### src/rtl/writeback_arbiter_if.sv
// Handshake and register-file write bus of the MIPS write-back stage.
// master = upstream sources plus register file, slave = writeback_arbiter.
interface writeback_arbiter_if;
    logic        Alu_valid;
    logic        Alu_ready;
    logic [4:0]  Alu_dest;
    logic [31:0] Alu_result;

    logic        Mem_valid;
    logic        Mem_ready;
    logic [4:0]  Mem_dest;
    logic [31:0] Mem_data;
    logic [1:0]  Mem_size;
    logic        Mem_unsigned;
    logic [1:0]  Mem_byte_off;

    logic        Halt;

    logic        Reg_Write;
    logic [4:0]  Reg_escrita;
    logic [31:0] Reg_dados;
    logic [31:0] Counter_Halt;

    modport master (
        output Alu_valid, Alu_dest, Alu_result,
        output Mem_valid, Mem_dest, Mem_data, Mem_size, Mem_unsigned, Mem_byte_off,
        output Halt,
        input  Alu_ready, Mem_ready,
        input  Reg_Write, Reg_escrita, Reg_dados, Counter_Halt
    );

    modport slave (
        input  Alu_valid, Alu_dest, Alu_result,
        input  Mem_valid, Mem_dest, Mem_data, Mem_size, Mem_unsigned, Mem_byte_off,
        input  Halt,
        output Alu_ready, Mem_ready,
        output Reg_Write, Reg_escrita, Reg_dados, Counter_Halt
    );
endinterface

### src/rtl/writeback_arbiter.sv
// Write-back arbiter: ALU vs load path into the register-file write port, plus halt cycle counter.
// Define WB_LOAD_EXT_EN to enable byte/half lane selection with sign/zero extension of loads.
module writeback_arbiter #(
    parameter int unsigned MAX_WAIT = 3
) (
    input  logic                Clock,
    input  logic                Reset,
    writeback_arbiter_if.slave  wb
);

    logic        run;
    logic        force_alu;
    logic        alu_ready;
    logic        mem_ready;
    logic        alu_acc;
    logic        mem_acc;
    logic [31:0] mem_value;

    logic [3:0]  wait_cnt;
    logic        halted;
    logic        reg_write;
    logic [4:0]  reg_escrita;
    logic [31:0] reg_dados;
    logic [31:0] counter_halt;

    assign force_alu = (wait_cnt == 4'(MAX_WAIT));

    always_comb begin
        // NOTE: every always_comb output gets a default first so no path can infer a latch.
        run       = 1'b0;
        alu_ready = 1'b0;
        mem_ready = 1'b0;
        if (Reset && !wb.Halt && !halted) begin
            run = 1'b1;
        end
        if (run) begin
            mem_ready = !force_alu;
            alu_ready = !wb.Mem_valid || force_alu;
        end
    end

    assign alu_acc = wb.Alu_valid && alu_ready;
    assign mem_acc = wb.Mem_valid && mem_ready;

`ifdef WB_LOAD_EXT_EN
    logic [7:0]  load_byte;
    logic [15:0] load_half;

    // Little-endian lane select: byte by full offset, half by offset bit 1 only.
    assign load_byte = 8'(wb.Mem_data >> {wb.Mem_byte_off, 3'b000});
    assign load_half = wb.Mem_byte_off[1] ? wb.Mem_data[31:16] : wb.Mem_data[15:0];

    always_comb begin
        mem_value = wb.Mem_data;
        case (wb.Mem_size)
            2'b00:   mem_value = wb.Mem_unsigned ? {24'b0, load_byte}
                                                 : {{24{load_byte[7]}}, load_byte};
            2'b01:   mem_value = wb.Mem_unsigned ? {16'b0, load_half}
                                                 : {{16{load_half[15]}}, load_half};
            default: mem_value = wb.Mem_data;
        endcase
    end
`else
    logic unused_load_ctrl;

    assign unused_load_ctrl = ^{wb.Mem_size, wb.Mem_unsigned, wb.Mem_byte_off};
    assign mem_value        = wb.Mem_data;
`endif

    // NOTE: sequential state uses non-blocking assignments so every register samples pre-edge values.
    always_ff @(posedge Clock or negedge Reset) begin
        if (!Reset) begin
            reg_write    <= 1'b0;
            reg_escrita  <= 5'd0;
            reg_dados    <= 32'd0;
            wait_cnt     <= 4'd0;
            halted       <= 1'b0;
            counter_halt <= 32'd0;
        end else begin
            // Writes to r0 still update address/data, only the enable is suppressed.
            if (alu_acc) begin
                reg_write   <= (wb.Alu_dest != 5'd0);
                reg_escrita <= wb.Alu_dest;
                reg_dados   <= wb.Alu_result;
            end else if (mem_acc) begin
                reg_write   <= (wb.Mem_dest != 5'd0);
                reg_escrita <= wb.Mem_dest;
                reg_dados   <= mem_value;
            end else begin
                reg_write   <= 1'b0;
            end

            if (alu_acc || !wb.Alu_valid) begin
                wait_cnt <= 4'd0;
            end else if (mem_acc) begin
                wait_cnt <= wait_cnt + 4'd1;
            end

            if (wb.Halt) begin
                halted <= 1'b1;
            end

            if (!halted && !wb.Halt && (counter_halt != 32'hFFFF_FFFF)) begin
                counter_halt <= counter_halt + 32'd1;
            end
        end
    end

    assign wb.Alu_ready    = alu_ready;
    assign wb.Mem_ready    = mem_ready;
    assign wb.Reg_Write    = reg_write;
    assign wb.Reg_escrita  = reg_escrita;
    assign wb.Reg_dados    = reg_dados;
    assign wb.Counter_Halt = counter_halt;

endmodule
### src/flat_wrapper.sv
// flat-port wrapper written by rule: the top's interface ports become plain ports
module writeback_arbiter_flat 
#(
    parameter int unsigned MAX_WAIT = 3
)
  (Clock, Reset, wb_Alu_valid, wb_Alu_dest, wb_Alu_result, wb_Mem_valid, wb_Mem_dest, wb_Mem_data, wb_Mem_size, wb_Mem_unsigned, wb_Mem_byte_off, wb_Halt, wb_Alu_ready, wb_Mem_ready, wb_Reg_Write, wb_Reg_escrita, wb_Reg_dados, wb_Counter_Halt);
  writeback_arbiter_if wb_i ();
  input  logic Clock;
  input  logic Reset;
  input wire logic [$bits(wb_i.Alu_valid)-1:0] wb_Alu_valid;
  input wire logic [$bits(wb_i.Alu_dest)-1:0] wb_Alu_dest;
  input wire logic [$bits(wb_i.Alu_result)-1:0] wb_Alu_result;
  input wire logic [$bits(wb_i.Mem_valid)-1:0] wb_Mem_valid;
  input wire logic [$bits(wb_i.Mem_dest)-1:0] wb_Mem_dest;
  input wire logic [$bits(wb_i.Mem_data)-1:0] wb_Mem_data;
  input wire logic [$bits(wb_i.Mem_size)-1:0] wb_Mem_size;
  input wire logic [$bits(wb_i.Mem_unsigned)-1:0] wb_Mem_unsigned;
  input wire logic [$bits(wb_i.Mem_byte_off)-1:0] wb_Mem_byte_off;
  input wire logic [$bits(wb_i.Halt)-1:0] wb_Halt;
  output wire logic [$bits(wb_i.Alu_ready)-1:0] wb_Alu_ready;
  output wire logic [$bits(wb_i.Mem_ready)-1:0] wb_Mem_ready;
  output wire logic [$bits(wb_i.Reg_Write)-1:0] wb_Reg_Write;
  output wire logic [$bits(wb_i.Reg_escrita)-1:0] wb_Reg_escrita;
  output wire logic [$bits(wb_i.Reg_dados)-1:0] wb_Reg_dados;
  output wire logic [$bits(wb_i.Counter_Halt)-1:0] wb_Counter_Halt;
  assign wb_i.Alu_valid = wb_Alu_valid;
  assign wb_i.Alu_dest = wb_Alu_dest;
  assign wb_i.Alu_result = wb_Alu_result;
  assign wb_i.Mem_valid = wb_Mem_valid;
  assign wb_i.Mem_dest = wb_Mem_dest;
  assign wb_i.Mem_data = wb_Mem_data;
  assign wb_i.Mem_size = wb_Mem_size;
  assign wb_i.Mem_unsigned = wb_Mem_unsigned;
  assign wb_i.Mem_byte_off = wb_Mem_byte_off;
  assign wb_i.Halt = wb_Halt;
  assign wb_Alu_ready = wb_i.Alu_ready;
  assign wb_Mem_ready = wb_i.Mem_ready;
  assign wb_Reg_Write = wb_i.Reg_Write;
  assign wb_Reg_escrita = wb_i.Reg_escrita;
  assign wb_Reg_dados = wb_i.Reg_dados;
  assign wb_Counter_Halt = wb_i.Counter_Halt;
  writeback_arbiter #(.MAX_WAIT(MAX_WAIT)) u_core (.Clock(Clock), .Reset(Reset), .wb(wb_i));
endmodule
### config.mk
export PLATFORM = sky130hd
export DESIGN_NAME = writeback_arbiter_flat
export DESIGN_NICKNAME = d
export VERILOG_FILES = /design/src/rtl/writeback_arbiter_if.sv /design/src/rtl/writeback_arbiter.sv /design/src/flat_wrapper.sv
export SDC_FILE = /design/constraint.sdc
export NUM_CORES = 1
export LEC_CHECK = 0
export BUFFER_PORTS_ARGS = -buffer_cell sky130_fd_sc_hd__buf_2
export CAP_MARGIN = 20
export CORE_MARGIN = 10
export CORE_UTILIZATION = 33
export CTS_CLUSTER_SIZE = 30
export DETAILED_ROUTE_END_ITERATION = 8
export HOLD_SLACK_MARGIN = 0.03
export PLACE_DENSITY = 0.67
export SYNTH_ARGS = -nofsm -noshare
export SYNTH_HDL_FRONTEND = slang
export SYNTH_SLANG_ARGS = --single-unit
### constraint.sdc
create_clock -name Clock -period 2 [get_ports Clock]
set_clock_uncertainty 0.1 [all_clocks]
set_input_delay 0.4 -clock Clock [delete_from_list [all_inputs] [get_ports Clock]]
set_output_delay 0.4 -clock Clock [all_outputs]
set_load 0.1 [all_outputs]
==> qor.csv <==
stage,metric,value,unit
final_layout,nets,620,
logic_synthesis,ys_top_cells_by_count,"83 x nand2_1, 75 x dfrtp_1, 37 x a22oi_1, 24 x xnor2_1, 17 x nand4_1",
floorplanning,boundaryPins,156,
power_and_ir_drop,pwr-share-seq,42.5,%
sta,period_needed,2.26,ns
power_and_ir_drop,pwr-share-clk,34.0,%
power_and_ir_drop,share_comb_of_total_power,23.5,%
sta,slew_headroom,36.7,%
grt,grt_max_degree,76,
power_and_ir_drop,irDropWorstVdd,0.425,mV
clocking,cts_buffers,9,
logic_synthesis,synth_warnings,0,
logic_synthesis,synth_largest_area_cell,dfrtp_1,
logic_synthesis,postSynthCellCount,336,
final_layout,nFillCells,917,
power_and_ir_drop,leakage,2.72,nW
clocking,insertion_delay,0.34,ns
clocking,cts_tree,done,
placed_design,gp_congestion,0.904,
floorplanning,rows,37,
min_path,hp-class,input port to register,
sta,setup_viol,40,
setup_path,worstReg2RegEnd,u_core.wb.Reg_dados[23],
clocking,cts_hold_buf,0,
sta,hold_violations,0,
run_status,violations,setup timing,
grt,grt_pass1_wl,18.0,mm
floorplanning,die_y,123,µm
logic_synthesis,synth.most_common_cell,nand2_1,
setup_path,startpoint,u_core.wait_cnt[0],
route,dr.pass1.iters,4,
logic_synthesis,synth_seq_cells,75,
power_and_ir_drop,p_per_area,707,nW/µm²
logic_synthesis,yosys_most_used_dff,dfrtp_1,
setup_path,crit_path_end,wb_Alu_ready,
setup_path,critPathKind,register to output pin,
logic_synthesis,async_flop_share,100,%
clocking,cts_sinks,75,
route,postRouteWirelength,11.9,mm
setup_path,slowest_delay,0.38,ns
sta,timing.fmax,443,MHz
sta,slew_violations,0,
placed_design,dp_hpwl,8.27,mm
final_layout,drive_gt1_share,54.4,%
logic_synthesis,yosys-top-cells-area,"dfrtp_1 54%, nand2_1 8.9%, a22oi_1 7.9%",
route,num_vias,3385,
sta,hold_ws,0.174,ns
logic_synthesis,yosysSeqAreaShare,53.5,%
clocking,path_clk_slew,0.08,ns
sta,rsz0062_at_grt,yes,
grt,grt_pass1_vias,3579,
run,cap_violations,0,
setup_path,cp.required,1.50,ns
grt,gr-total-overflow,0,
final_layout,area_delta_synth_final,55.9,%
grt,antenna_found_initial,0,
route,drc_errors,0,
power_and_ir_drop,p_switching,1.38,mW
setup_path,critical_path_arrival,1.76,ns
route,drtIter0Drc,163,
grt,grtUsageTotal,14.6,%
logic_synthesis,netlist_area,3510,µm²
final_layout,antenna_cells,0,
setup_path,worstPathMaxFanout,2,
floorplanning,die_area,15200,µm²
logic_synthesis,synth_enable_flop_cells,0,
setup_path,start_kind,register,
setup_path,reg2regPathDepth,11,
setup_path,rr_startpoint,u_core.wait_cnt[0],
power_and_ir_drop,internal_power,2.49,mW
route,vias_per_cell,5.01,
setup_path,slowest_stage,or3b_4,
run_status,outcome,"complete, but fails checks",
clocking,clock_path_buffers,2,
logic_synthesis,synth_cell_types,43,
clocking,cts_root_buf,clkbuf_8,
setup_path,crit_chain,"ha_2, or3b_4, buf_4, a21oi_4, buf_12",
placed_design,place_ws,-0.0460,ns
power_and_ir_drop,switching_share,35.5,%
route,ant_nets,0,
floorplanning,fp.dieW,123,µm
logic_synthesis,yosysTopAreaCellShare,53.5,%
logic_synthesis,avgSynthCellArea,10.4,µm²
floorplanning,core,10300,µm²
final_layout,seq_area,2000,µm²
placed_design,io_buffers,150,
setup_path,worstSetupEndpointType,output pin,
logic_synthesis,syn-num-nets,422,
route,routedWlPerCell,17.7,µm
setup_path,rrSetupSlack,-0.24,ns
clocking,htreeDepth,3,
floorplanning,start_util,34.0,%
sta,fin_crit_sh,113,%
final_layout,multiInputGateArea,1650,µm²
sta,max_slew.worst_pin.slew,0.949,ns
sta,post-route-worst-setup-slack,-0.255,ns
sta,fin_setup_tns,-8.05,ns
[cell families after synthesis]
logic type | Yosys count | synth area share (%)
compound gates | 52 | 12.0
xor+xnor | 29 | 7.24
fa+ha+maj | 2 | 0.713
buf+inv | 19 | 2.89
flops | 75 | 53.5
mux | 1 | 0.321
simple gates | 158 | 23.3
[metrics by stage]
| stage | power (mW) | instances | utilization [%] | instance area (µm²) |
|---|---|---|---|---|
| final | 3.87 | 675 | 53.0 | 5470 |
| after global routing | 4.03 | 675 | 53.0 | 5470 |
| after CTS | 3.89 | 665 | 51.2 | 5280 |
| after detailed placement | 2.58 | 635 | 46.5 | 4800 |
| after global placement | 2.56 | 635 | 46.5 | 4800 |
| after floorplan | 2.33 | 336 | - | 3680 |
[worst min path at each step]
| stage | from | endpoint | slack [ns] | cells after the start |
|---|---|---|---|---|
| floorplan | Reset | u_core.halted | 0.004 | 0 |
| global placement | u_core.wb.Reg_dados[12] | u_core.wb.Reg_dados[12] | 0.35 | 2 |
| detailed placement | u_core.wb.Reg_dados[4] | u_core.wb.Reg_dados[4] | 0.36 | 2 |
| CTS | wb_Mem_data[4] | u_core.wb.Reg_dados[4] | 0.15 | 3 |
| global route | wb_Mem_data[12] | u_core.wb.Reg_dados[12] | 0.16 | 3 |
| finish | wb_Mem_data[7] | u_core.wb.Reg_dados[7] | 0.17 | 3 |
[power groups by stage]
stage          sequential, mW  clock (mW)  combinational [mW]
2_1_floorplan            2.26           0              0.0748
3_3_place_gp             1.66           0               0.898
3_5_place_dp             1.67           0               0.904
4_1_cts                  1.64        1.35               0.905
5_1_grt                  1.66        1.42               0.954
6_report                 1.64        1.31               0.909
[placed cells by master (no fill, tap or decap), types with 7 or more instances in the layout]
master / instances
dfrtp_4: 31
nand2_2: 16
a22oi_1: 37
buf_4: 30
buf_2: 147
dfrtp_1: 42
buf_6: 8
buf_12: 9
clkbuf_8: 10
nand3_1: 7
nand2_1: 67
xnor2_1: 24
nor2_1: 14
nand4_1: 17
[critical path: cells and delay by family (launching register included)]
| kind | cells | cell delay (ns) |
|---|---|---|
| buffers and inverters | 2 | 0.34 |
| adders and majority gates | 1 | 0.19 |
| and+or+nand+nor | 1 | 0.38 |
| DFF | 1 | 0.37 |
| AOI/OAI and AO/OA | 1 | 0.13 |
[layout make-up]
type	instances	share of cell area, %
timing repair buffer	201	25.8
multi-input combinational	242	30.1
tap	136	3.11
clock inverter	6	1.62
inverter	5	0.343
clock buffer	10	2.52
sequential	75	36.5
[timing repair]
action	4_1_cts	5_1_grt
pin swaps	6	4
gates resized for setup	15	29
cloned	5	4
setup buffers	10	8
endpoints found under the setup margin	10	50
[registers in the layout (all words and copies together) (netlist names)]
signal / cells
u_core.wb.Counter_Halt: 32
u_core.wb.Reg_dados: 32
u_core.wb.Reg_escrita: 5
u_core.wait_cnt: 4
u_core.halted: 1
u_core.wb.Reg_Write: 1
[routing by layer]
metal	track usage (%)	part of all wire [%]	vias up
li1	-	-	1582
met1	16.8	39	1624
met2	25.0	48	161
met3	4.92	11	18
met4	5.17	2.0	0
met5	0	0	-
No activity file was read; power rests on OpenSTA's default activity.
